**config.mk**
```make
export PLATFORM = sky130hd
export DESIGN_NAME = uart_tx_arbiter
export DESIGN_NICKNAME = d
export VERILOG_FILES = /design/src/rtl/uart_tx_arbiter.sv
export SDC_FILE = /design/constraint.sdc
export NUM_CORES = 1
export LEC_CHECK = 0
export CAP_MARGIN = 20
export CORE_MARGIN = 2
export CORE_UTILIZATION = 43
export DETAILED_ROUTE_END_ITERATION = 10
export PLACE_DENSITY = 0.8
export SLEW_MARGIN = 20
export SYNTH_ARGS = -nofsm -noshare
export SYNTH_HDL_FRONTEND = slang
export SYNTH_SLANG_ARGS = --single-unit
```
**constraint.sdc**
```tcl
create_clock -name give_clk -period 2.2 [get_ports give_clk]
set_clock_uncertainty 0.1 [all_clocks]
set_input_delay 0.22 -clock give_clk [delete_from_list [all_inputs] [get_ports give_clk]]
set_output_delay 0.22 -clock give_clk [all_outputs]
set_load 0.005 [all_outputs]
```
**src/rtl/uart_tx_arbiter.sv**
```systemverilog
// uart_tx_arbiter
//   Round-robin arbiter that lets four byte requesters share one UART
//   transmitter. A granted byte is latched, written with a single Tx_WR
//   strobe, and the requester is answered with req_ack once the transmitter
//   has gone busy and then idle again. If the transmitter never goes busy
//   within BUSY_TIMEOUT cycles of the write, the requester gets req_err.
//
// Ports
//   give_clk    in   clock, rising edge
//   give_reset  in   asynchronous active-high reset
//   req         in   [3:0]  per-requester level request, held until ack
//   req_data    in   [31:0] byte of requester i on [8i+7:8i]
//   req_ack     out  [3:0]  one-cycle completion pulse to the granted requester
//   req_err     out  [3:0]  one-cycle timeout pulse to the granted requester
//   active_id   out  [1:0]  index of the granted requester
//   arb_busy    out  high whenever a transfer is in progress
//   Tx_DATA     out  [7:0]  latched byte for the transmitter
//   Tx_WR       out  one-cycle transmitter write strobe
//   TX_EN       out  transmitter enable
//   TX_BUSY     in   transmitter busy status
//
// States
//   IDLE      | no transfer; grant the next requester from rr_ptr upward
//   LOAD      | Tx_WR strobe for the latched byte
//   WAIT_BUSY | waiting for TX_BUSY to rise, with timeout
//   WAIT_DONE | transmitter busy, waiting for TX_BUSY to fall
//   DONE      | req_ack pulse, rotate the pointer past the served requester

module uart_tx_arbiter #(
  parameter int NUM_REQ      = 4,
  parameter int BUSY_TIMEOUT = 64
) (
  input  logic        give_clk,
  input  logic        give_reset,
  input  logic [3:0]  req,
  input  logic [31:0] req_data,
  output logic [3:0]  req_ack,
  output logic [3:0]  req_err,
  output logic [1:0]  active_id,
  output logic        arb_busy,
  output logic [7:0]  Tx_DATA,
  output logic        Tx_WR,
  output logic        TX_EN,
  input  logic        TX_BUSY
);

  typedef enum logic [2:0] {
    S_IDLE      = 3'd0,
    S_LOAD      = 3'd1,
    S_WAIT_BUSY = 3'd2,
    S_WAIT_DONE = 3'd3,
    S_DONE      = 3'd4
  } state_t;

  localparam logic [7:0] TMO_LAST = 8'(BUSY_TIMEOUT - 1);

  state_t      r_state;
  state_t      w_next;
  logic [1:0]  r_rr_ptr;
  logic [1:0]  r_active_id;
  logic [7:0]  r_tx_data;
  logic [7:0]  r_wait_cnt;

  logic [1:0]  w_grant_id;
  logic        w_req_any;
  logic        w_timeout;
  logic [3:0]  w_id_onehot;

  assign w_req_any   = |req;
  assign w_id_onehot = 4'b0001 << r_active_id;

  // The timeout fires in the last counted WAIT_BUSY cycle so that req_err
  // lands exactly BUSY_TIMEOUT cycles after the Tx_WR strobe.
  assign w_timeout = (r_state == S_WAIT_BUSY) && !TX_BUSY && (r_wait_cnt == TMO_LAST);

  // Walk offsets from the farthest down to zero so the nearest set bit at or
  // above rr_ptr (with wrap) is the one left standing.
  always_comb begin
    w_grant_id = r_rr_ptr;
    for (int i = NUM_REQ - 1; i >= 0; i--) begin
      if (req[r_rr_ptr + 2'(i)]) begin
        w_grant_id = r_rr_ptr + 2'(i);
      end
    end
  end

  always_comb begin
    w_next = r_state;
    case (r_state)
      S_IDLE:      if (w_req_any) w_next = S_LOAD;
      S_LOAD:      w_next = S_WAIT_BUSY;
      S_WAIT_BUSY: begin
        if (TX_BUSY)        w_next = S_WAIT_DONE;
        else if (w_timeout) w_next = S_IDLE;
      end
      S_WAIT_DONE: if (!TX_BUSY) w_next = S_DONE;
      S_DONE:      w_next = S_IDLE;
      default:     w_next = S_IDLE;
    endcase
  end

  // Outputs decode straight from the state register so an asynchronous
  // reset takes them to their idle values in the same cycle.
  always_comb begin
    Tx_WR    = (r_state == S_LOAD);
    TX_EN    = (r_state != S_IDLE);
    arb_busy = (r_state != S_IDLE);
    req_ack  = (r_state == S_DONE) ? w_id_onehot : 4'b0000;
    req_err  = w_timeout ? w_id_onehot : 4'b0000;
  end

  assign active_id = r_active_id;
  assign Tx_DATA   = r_tx_data;

  always_ff @(posedge give_clk or posedge give_reset) begin
    if (give_reset) begin
      r_state     <= S_IDLE;
      r_rr_ptr    <= 2'd0;
      r_active_id <= 2'd0;
      r_tx_data   <= 8'h00;
      r_wait_cnt  <= 8'd0;
    end else begin
      r_state <= w_next;
      case (r_state)
        S_IDLE: begin
          if (w_req_any) begin
            r_active_id <= w_grant_id;
            r_tx_data   <= req_data[{w_grant_id, 3'b000} +: 8];
          end
        end
        S_LOAD: r_wait_cnt <= 8'd0;
        S_WAIT_BUSY: begin
          if (w_timeout) begin
            r_rr_ptr <= r_active_id + 2'd1;
          end else if (!TX_BUSY) begin
            r_wait_cnt <= r_wait_cnt + 8'd1;
          end
        end
        S_DONE: r_rr_ptr <= r_active_id + 2'd1;
        default: ;
      endcase
    end
  end

endmodule

```
## After elaboration in Yosys (flattened, before gate mapping)

Cells that the tools add are included.

| word-level totals | value |
|---|---|
| register bits after elaboration | 23 |
| output and inout bits | 21 |

| operators by class | value |
|---|---|
| add/subtract/negate cells | 5 |
| magnitude comparators | 4 |
| equality and inequality tests | 11 |
| shift-type cells | 2 |
| muxes and demuxes | 24 |
| reduce and logical (&&, ||, !) cells | 12 |

Operators by type and width:

| kind | count |
|---|---|
| indexed part select 32 x 6 -> 8 bit | 1 |
| two-way mux 8 bit | 2 |
| one-hot mux 8 bit (2 select lines) | 1 |
| less-than comparator 2 x 3 -> 1 bit, second input constant | 4 |
| two-way mux 3 bit | 4 |
| one-hot mux 3 bit (4 select lines) | 1 |
| two-way mux 2 bit | 5 |
| inequality test 2 bit, second input constant | 5 |
| adder 8 x 1 -> 8 bit, second input constant | 1 |
| binary-select mux 1 bit (select 2 bit) | 4 |
| == test 8 x 6 -> 1 bit, second input constant | 1 |
| two-way mux 4 bit | 2 |
| == test 3 x 2 -> 1 bit, second input constant | 2 |
| AND reduction 3 bit | 2 |
| adder 2 x 1 -> 2 bit, second input constant | 2 |
| adder 2 bit, second input constant | 2 |
| two-way mux 1 bit | 4 |
| one-hot mux 2 bit (2 select lines) | 1 |
| AND reduction 2 bit | 2 |
| nonzero test 2 bit | 2 |
| OR reduction 4 bit | 1 |
| << shifter 1 x 2 -> 4 bit, first input constant | 1 |
| == test 3 x 1 -> 1 bit, second input constant | 1 |
| == test 3 bit, second input constant | 1 |
| other kinds (5) | 6 |

## Depth between registers and ports, before layout

Gate-level depths: netlist of run 1.

| logic depth | value |
|---|---|
| depth in word-level cells | 8 |
| mapped depth | 7 |

## Worst setup path after synthesis of run 1

OpenSTA, ideal clock, no wires.

| timing | value |
|---|---|
| path kind | reg-to-reg |
| from | register r_state[2] |
| to | register r_wait_cnt[1] |
| library setup time | 0.121 ns |
| arrival time | 1.742 ns |
| data required time | 1.979 ns |
| setup slack | 0.237 ns |
| cell stages (with the launch flop) | 6 |
| path buffers | 1 |
| clock period less this slack | 1.963 ns |
| cell sequence | dfrtp_1 -> buf_6 -> or4b_4 -> a21oi_4 -> mux2_1 -> a22o_1 |

| between the ends | value |
|---|---|
| cells in the longest elaborated chain, start to end | 5 |
| elaborated cells between the ends (all ways) | 9 |
| those cells by class | eq/ne (4); mux (1); reduce/logical (4) |

RTL lines:

| item | RTL line | source |
|---|---|---|
| start, declared | 57 | `state_t r_state;` |
| start signal, assigned | 123 | `r_state <= w_next;` |
| == test 3 x 2 -> 1 bit | 74, 124 |  |
| logical AND 1 bit (2 in a row) | 74 | `assign w_timeout = (r_state == S_WAIT_BUSY) && !TX_BUSY && (r_wait_cnt == TMO_LAST);` |
| inequality test 2 bit (no line) | -- |  |
| AND reduction 3 bit (no line) | -- |  |
| end signal, assigned | 136 | `r_wait_cnt <= r_wait_cnt + 8'd1;` |
| end, declared | 62 | `logic [7:0] r_wait_cnt;` |

Parallel ways exist; a longest one is shown, timed or not.
A chain may end at the register's enable or synchronous reset.

## Worst setup path after layout of run 1

| timing | value |
|---|---|
| from | register r_state[0] |
| to | output req_err[1] |

| between the ends | value |
|---|---|
| cells in the longest elaborated chain, start to end | 4 |

RTL lines:

| item | RTL line | source |
|---|---|---|
| == test 3 x 2 -> 1 bit | 74 |  |
| logical AND 1 bit (2 in a row) | 74 |  |
| two-way mux 4 bit | 109 | `req_err = w_timeout ? w_id_onehot : 4'b0000;` |
| end, declared | 38 | `output logic [3:0] req_err,` |

Every way passes these cells.

==> results of run 1 <==
cell usage after synthesis, types with 4 or more instances:
cell and number:
xnor2_1 4, dfrtp_1 23, nand2_1 13, nor2b_1 4, mux2i_1 8, nor2_1 12
a2bb2oi_1 8, inv_1 12, and2_1 4, o21ai_0 4, o221ai_1 7, a21oi_1 5
and3_1 7, ha_1 5
cells in the final DEF, fill, tap and decap left out, types with 2 or more instances in the layout:
master	instances
clkbuf_4	3
mux2_2	2
and2_1	4
clkdlybuf4s50_1	51
xnor2_1	4
nand4_1	2
nand2b_1	2
o221ai_1	7
nor2_1	10
clkdlybuf4s15_1	2
dlymetal6s2s_1	4
dfrtp_1	23
nand2_1	12
o21ai_0	4
ha_1	4
a21oi_1	5
a2bb2oi_1	8
nor2_4	2
nor3b_1	2
nand3_1	3
inv_1	12
and3_1	5
xor2_1	3
mux2i_1	8
buf_4	26
clkbuf_2	2
or4_1	3
a22o_1	2
nor2b_1	3
area by class of cell:
type | instances | area (um^2)
Fill cell | 266 | 947
Multi-Input combinational cell | 115 | 876
Timing Repair Buffer | 86 | 806
Sequential cell | 23 | 576
Tap cell | 46 | 57.6
Inverter | 12 | 45.0
Clock buffer | 3 | 22.5
Clock inverter | 1 | 7.51
metrics by stage:
stage | setup WS (ns) | power, mW
2_1_floorplan | 0.237 | 1.42
3_3_place_gp | -0.174 | 1.93
3_5_place_dp | -0.267 | 1.99
4_1_cts | 0.00152 | 2.26
5_1_grt | -0.00251 | 2.51
6_report | 0.0398 | 2.34
path summary, 6_finish.rpt:
path	slack, ns	endpoint	cells after the start
max	0.04	req_err[1]	5
min reg2reg	0.44	Tx_DATA[6]$_DFFE_PP0P_	2
min	0.11	Tx_DATA[5]$_DFFE_PP0P_	3
max reg2reg	0.09	r_rr_ptr[1]$_DFFE_PP0P_	9
max in group asynchronous	1.66	r_state[2]$_DFFE_PP0P_	3
min in group give_clk	0.39	Tx_DATA[1]$_DFFE_PP0P_	3
power by group through the flow:
| stage | Sequential, mW | Clock (mW) | Combinational (mW) |
|---|---|---|---|
| 4_1_cts | 0.727 | 0.210 | 1.32 |
| 6_report | 0.726 | 0.212 | 1.41 |
| 2_1_floorplan | 0.705 | 0 | 0.714 |
| 3_3_place_gp | 0.721 | 0 | 1.21 |
| 5_1_grt | 0.747 | 0.231 | 1.53 |
| 3_5_place_dp | 0.733 | 0 | 1.26 |
cells by family (layout without fill, tap and decap cells):
kind of cell / Yosys count / count (layout) / synth area share (%)
AOI/OAI and AO/OA: 33 / 33 / 17.9
DFF: 23 / 23 / 38.6
buffers and inverters: 18 / 102 / 5.70
xor gates and xnor gates: 7 / 7 / 4.11
adders and majority gates: 5 / 5 / 4.19
muxes: 11 / 11 / 7.63
and+or+nand+nor: 59 / 59 / 22.0
critical path: cells and delay by family, from the launching register on:
family        cells  cell delay, ns
simple gates      3            0.79
flops             1            0.40
buf+inv           2            0.33
layer usage:
layer,track usage [%],routed length (um),vias up
met5,0,0,-
met4,3.89,59,0
met3,5.23,240,9
met2,38.6,2220,60
met1,25.1,1670,726
li1,-,-,737
sequential cells by signal, indices dropped and copies added, names as in the netlist:
name	cells
Tx_DATA	8
r_state	3
active_id	2
r_rr_ptr	2
r_wait_cnt	8
what timing repair did:
item                                    in CTS  in global routing
gates resized for setup                     10                 15
buffers inserted                             4                  6
endpoints found under the setup margin      16                  9
hold buffers                                 0                  0
pin swaps                                    3                  3
==> impl_metrics.sql, run 1 <==
INSERT INTO impl_metrics (metric_group, metric, value, unit) VALUES
('run_status', 'status', 'completed', ''),
('run', 'maxCapViolCount', '0', ''),
('pwr', 'combPwrFrac', '60.0', '%'),
('routing', 'drc', '0', ''),
('synthesis', 'top_area_cells_in_the_synthesized_netlist', 'dfrtp_1, mux2i_1, a2bb2oi_1', ''),
('pwr', 'power.share.sequential', '31.0', '%'),
('layout', 'final_cell_area', '2390', 'um^2'),
('synthesis', 'ys_seq_elements', '23', ''),
('routing', 'vias', '1532', ''),
('timing', 'timing.final.setup_violations', '0', ''),
('worst_setup_path', 'worstReg2RegStart', 'r_wait_cnt[0]$_DFFE_PP0P_', ''),
('timing', 'relSlewSlack', '78.1', '%'),
('timing', 'timing_worst_slew_pin_value', '0.328', 'ns'),
('synthesis', 'post_synth_instance_area', '1490', 'um^2'),
('floorplanning', 'die-width', '62.9', 'um'),
('worst_setup_path', 'cpMaxStageDelayCell', 'or4b_4', ''),
('synthesis', 'netlist.area_leader.share', '38.6', '%'),
('timing', 'timing_hold_violations_final', '0', ''),
('placement', 'hpwl', '3280', 'um'),
('cts', 'h-tree-depth', '1', ''),
('placement', 'placed_cell_area', '2240', 'um^2'),
('cts', 'clockRootBuffer', 'clkbuf_4', ''),
('routing', 'postRouteWirelength', '4200', 'um'),
('floorplanning', 'core.rowCount', '21', ''),
('placement', 'final_wtd_congestion', '0.797', ''),
('synthesis', 'yosysSeqAreaShare', '38.6', '%'),
('cts', 'clkTransAtPathRegs', '0.14', 'ns'),
('routing', 'drtAntennaViolNets', '0', ''),
('hold_path', 'hp-class', 'in2async', ''),
('floorplanning', 'die_h', '62.9', 'um'),
('grt', 'grt_pass1_vias', '1523', ''),
('timing', 'finalCritPeriodShare', '98.2', '%'),
('worst_setup_path', 'slowest_delay', '0.54', 'ns'),
('floorplanning', 'core', '3340', 'um^2'),
('synthesis', 'async_flop_share', '100', '%'),
('layout', 'area.growth.synth_to_final', '60.1', '%'),
('worst_setup_path', 'timing.critical_path.arrival', '1.84', 'ns'),
('synthesis', 'syn-instance-count', '156', ''),
('layout', 'final_core_util', '71.6', '%'),
('pwr', 'clock_power_share', '9.1', '%'),
('cts', 'tritoncts_clock_tree', 'built', ''),
('worst_setup_path', 'cp.required', '1.88', 'ns'),
('worst_setup_path', 'crit_path_cell_trace', 'or4b_4, nor2_4, buf_4, and2_1, clkdlybuf4s15_1', ''),
('pwr', 'ir_drop', '0.000483', 'V'),
('worst_setup_path', 'cp-startpoint', 'r_state[0]$_DFFE_PP0P_', ''),
('worst_setup_path', 'critical_path.max_fanout', '4', ''),
('grt', 'antenna_found_initial', '0', ''),
('layout', 'final_nets', '285', ''),
('pwr', 'netSwitchingFraction', '38.2', '%'),
('synthesis', 'synth_area_per_cell', '9.57', 'um^2'),
('cts', 'clock_latency', '0.32', 'ns'),
('grt', 'grt_start_max_net_pins', '24', ''),
('timing', 'timing.setup.tns', '0', 'ns'),
('floorplanning', 'fp.dieArea', '3960', 'um^2'),
('layout', 'diodes', '0', ''),
('synthesis', 'synth.yosys.warnings', '0', ''),
('grt', 'grtUsageTotal', '21.2', '%'),
('synthesis', 'edff_count_synth', '0', ''),
('synthesis', 'synthesis.nets', '200', ''),
('floorplanning', 'start_util', '44.7', '%'),
('timing', 'clock.fmax', '463', 'MHz'),
('worst_setup_path', 'setup.worst_path.class', 'reg2out', ''),
('synthesis', 'yosysTopAreaCell', 'dfrtp_1', ''),
('routing', 'drtIter0Drc', '73', ''),
('layout', 'layout-drive-gt1-share', '19.2', '%'),
('pwr', 'power_density', '981', 'nW/um^2'),
('timing', 'whs', '0.112', 'ns'),
('worst_setup_path', 'crit_end_element', 'output pin', ''),
('pwr', 'static-leakage-power', '1.16', 'nW'),
('grt', 'globalRoute.totalOverflow', '0', ''),
('synthesis', 'ys.flop_type', 'dfrtp_1', '');
No activity file was read; power rests on OpenSTA's default activity.
==> inputs of run 2 (changes only) <==
--- a/config.mk
+++ b/config.mk
@@ -6,7 +6,7 @@
 export NUM_CORES = 1
 export LEC_CHECK = 0
 export CAP_MARGIN = 20
-export CORE_MARGIN = 2
+export CORE_MARGIN = 1
 export CORE_UTILIZATION = 43
 export DETAILED_ROUTE_END_ITERATION = 10
 export PLACE_DENSITY = 0.8
==> impl_metrics.sql, run 2 (same netlist as run 1, synthesis figures left out) <==
INSERT INTO impl_metrics (metric_group, metric, value, unit) VALUES
('run_status', 'status', 'completed', ''),
('layout', 'multi_input_area', '880', 'um^2'),
('worst_setup_path', 'crit_path_cell_trace', 'or4b_4, nor2_4, and2_1, dlygate4sd2_1', ''),
('layout', 'final_nets', '282', ''),
('routing', 'met3_length', '153', 'um'),
('floorplanning', 'die_h', '60.9', 'um'),
('worst_setup_path', 'rrSetupSlack', '0.16', 'ns'),
('worst_setup_path', 'setup.worst_path.end', 'req_err[2]', ''),
('timing', 'clock.fmax', '478', 'MHz'),
('worst_setup_path', 'slowest_delay', '0.54', 'ns'),
('worst_setup_path', 'timing.critical_path.arrival', '1.77', 'ns'),
('grt', 'grt_first_pass_wirelength', '6190', 'um'),
('layout', 'layout-drive-gt1-share', '17.7', '%'),
('grt', 'grtUsageTotal', '22.2', '%'),
('timing', 'timing_worst_slew_pin_value', '0.338', 'ns'),
('timing', 'timing_hold_violations_final', '0', ''),
('floorplanning', 'start_util', '44.7', '%'),
('cts', 'clock_latency', '0.31', 'ns'),
('floorplanning', 'fp.dieArea', '3710', 'um^2'),
('routing', 'routed-wl-met2', '2100', 'um'),
('floorplanning', 'die-width', '60.9', 'um'),
('cts', 'tritoncts_clock_tree', 'built', ''),
('worst_setup_path', 'cp.required', '1.88', 'ns'),
('floorplanning', 'core', '3340', 'um^2'),
('timing', 'timing.setup.tns', '0', 'ns'),
('routing', 'avgViaCountPerCell', '5.30', ''),
('cts', 'clockRootBuffer', 'clkbuf_4', ''),
('grt', 'grt_start_max_net_pins', '24', ''),
('routing', 'drtIter0Drc', '53', ''),
('cts', 'clkTransAtPathRegs', '0.13', 'ns'),
('cts', 'h-tree-depth', '1', ''),
('timing', 'setup_repair_after_global_routing_missed_its_margin', 'no', ''),
('worst_setup_path', 'setup.worst_path.class', 'reg2out', ''),
('timing', 'finalCritPeriodShare', '95.2', '%'),
('routing', 'm1WireLength', '1650', 'um'),
('grt', 'globalRoute.totalOverflow', '0', ''),
('worst_setup_path', 'r2r_cells', '8', ''),
('routing', 'drtAntennaViolNets', '0', ''),
('routing', 'drc', '0', ''),
('placement', 'placement.io_buffers', '59', ''),
('layout', 'fillers', '275', ''),
('layout', 'final_cell_mix', 'clkdlybuf4s50_1, dfrtp_1, buf_4', ''),
('worst_setup_path', 'path_buf_inv', '1', ''),
('placement', 'final_wtd_congestion', '0.787', ''),
('worst_setup_path', 'cpMaxStageDelayCell', 'or4b_4', ''),
('layout', 'final_common_cell', 'clkdlybuf4s50_1', ''),
('grt', 'grt_pass1_vias', '1470', ''),
('worst_setup_path', 'crit_path_start_kind', 'flip-flop', ''),
('routing', 'postRouteWirelength', '3930', 'um'),
('routing', 'routed_wire_length_per_instance', '13.9', 'um'),
('routing', 'vias', '1499', ''),
('timing', 'final_count_of_pins_violating_max_slew', '0', ''),
('worst_setup_path', 'cp-startpoint', 'r_state[0]$_DFFE_PP0P_', ''),
('layout', 'diodes', '0', ''),
('timing', 'timing.final.setup_violations', '0', ''),
('floorplanning', 'core.rowCount', '21', ''),
('pwr', 'static-leakage-power', '1.09', 'nW'),
('layout', 'final-seq-area', '576', 'um^2'),
('run', 'maxCapViolCount', '0', ''),
('timing', 'relSlewSlack', '77.4', '%'),
('cts', 'numCtsBuffers', '3', ''),
('worst_setup_path', 'regToRegEndpoint', 'r_wait_cnt[7]$_DFFE_PP0P_', ''),
('worst_setup_path', 'cp_num_cells', '4', ''),
('routing', 'highest_layer', 'met4', ''),
('routing', 'dr.pass1.iters', '4', ''),
('placement', 'hpwl', '3130', 'um'),
('layout', 'area.growth.synth_to_final', '58.1', '%'),
('layout', 'final_cell_count_no_fill', '283', ''),
('grt', 'antenna_found_initial', '0', ''),
('pwr', 'power', '2.30', 'mW'),
('pwr', 'ir_drop', '0.000523', 'V'),
('worst_setup_path', 'crit_end_element', 'output pin', ''),
('pwr', 'power_density', '975', 'nW/um^2'),
('placement', 'placedCellCount', '273', ''),
('floorplanning', 'pin_count', '60', ''),
('cts', 'cts_buffer_depth', '2', ''),
('worst_setup_path', 'critical_path.max_fanout', '4', ''),
('worst_setup_path', 'worstReg2RegStart', 'r_wait_cnt[1]$_DFFE_PP0P_', ''),
('timing', 'time_the_worst_path_needs_with_i_o_delays_and_setup', '2.09', 'ns'),
('worst_setup_path', 'crit_family', 'simple AND/OR/NAND/NOR gates', ''),
('cts', 'clkSinkCount', '23', ''),
('hold_path', 'hp-class', 'in2async', '');
-- run 2: cell count changes in the layout (fill, tap and decap cells not counted), moves of 2 or more --
cell / delta
clkdlybuf4s50_1: +4
dlymetal6s2s_1: -4
buf_4: -3
dlygate4sd2_1: +3
and3_1: +2
clkbuf_2: -2
clkdlybuf4s15_1: -2
-- run 2: cell type report --
| cell class | count | share of cell area (%) |
|---|---|---|
| clock buffer | 3 | 0.954 |
| clock inverter | 1 | 0.212 |
| inverter | 12 | 1.91 |
| multi-input combinational | 115 | 37.3 |
| sequential | 23 | 24.4 |
| tap | 46 | 2.44 |
| timing repair buffer | 83 | 32.8 |
-- run 2: worst min-delay path, stage by stage --
cell and delay (ns):
clkdlybuf4s50_1 0.39, inv_1 0.05, buf_4 0.29
-- run 2: how the worst min path moves through the flow --
stage                           start                        end  slack [ns]
6_report                   give_reset  r_wait_cnt[5]$_DFFE_PP0P_        0.13
5_1_grt                    give_reset  r_wait_cnt[7]$_DFFE_PP0P_        0.16
4_1_cts                    give_reset  r_wait_cnt[5]$_DFFE_PP0P_        0.13
3_5_place_dp   Tx_DATA[6]$_DFFE_PP0P_     Tx_DATA[6]$_DFFE_PP0P_        0.40
3_3_place_gp   Tx_DATA[6]$_DFFE_PP0P_     Tx_DATA[6]$_DFFE_PP0P_        0.39
2_1_floorplan              give_reset     Tx_DATA[0]$_DFFE_PP0P_        0.12
-- run 2: repair_timing --
action,in CTS,in global routing
hold buffers,0,0
setup buffers,5,2
gates resized for setup,13,5
endpoints found under the setup margin,16,9
pin swaps,3,0
-- run 2: layer usage --
metal | global-route usage, % | up-vias
met4 | 4.87 | 0
li1 | - | 726
met3 | 3.84 | 4
met5 | 0 | -
met2 | 40.3 | 36
met1 | 27.5 | 733
-- run 2: through the flow --
step | area, um^2 | util, % | hold slack (ns) | setup WS [ns]
floorplan | 1490 | - | 0.122 | 0.237
global placement | 2250 | 67.4 | 0.390 | -0.173
detailed placement | 2250 | 67.4 | 0.399 | -0.204
CTS | 2320 | 69.6 | 0.132 | 0.0242
global route | 2360 | 70.7 | 0.156 | 0.0126
finish | 2360 | 70.7 | 0.132 | 0.106
-- run 2: power breakdown --
group | total, mW | switching, mW | leakage, nW | internal [mW]
Sequential | 0.725 | 0.143 | 0.294 | 0.583
Clock | 0.199 | 0.131 | 0.0177 | 0.0679
Combinational | 1.38 | 0.589 | 0.774 | 0.787
Total | 2.30 | 0.863 | 1.09 | 1.44
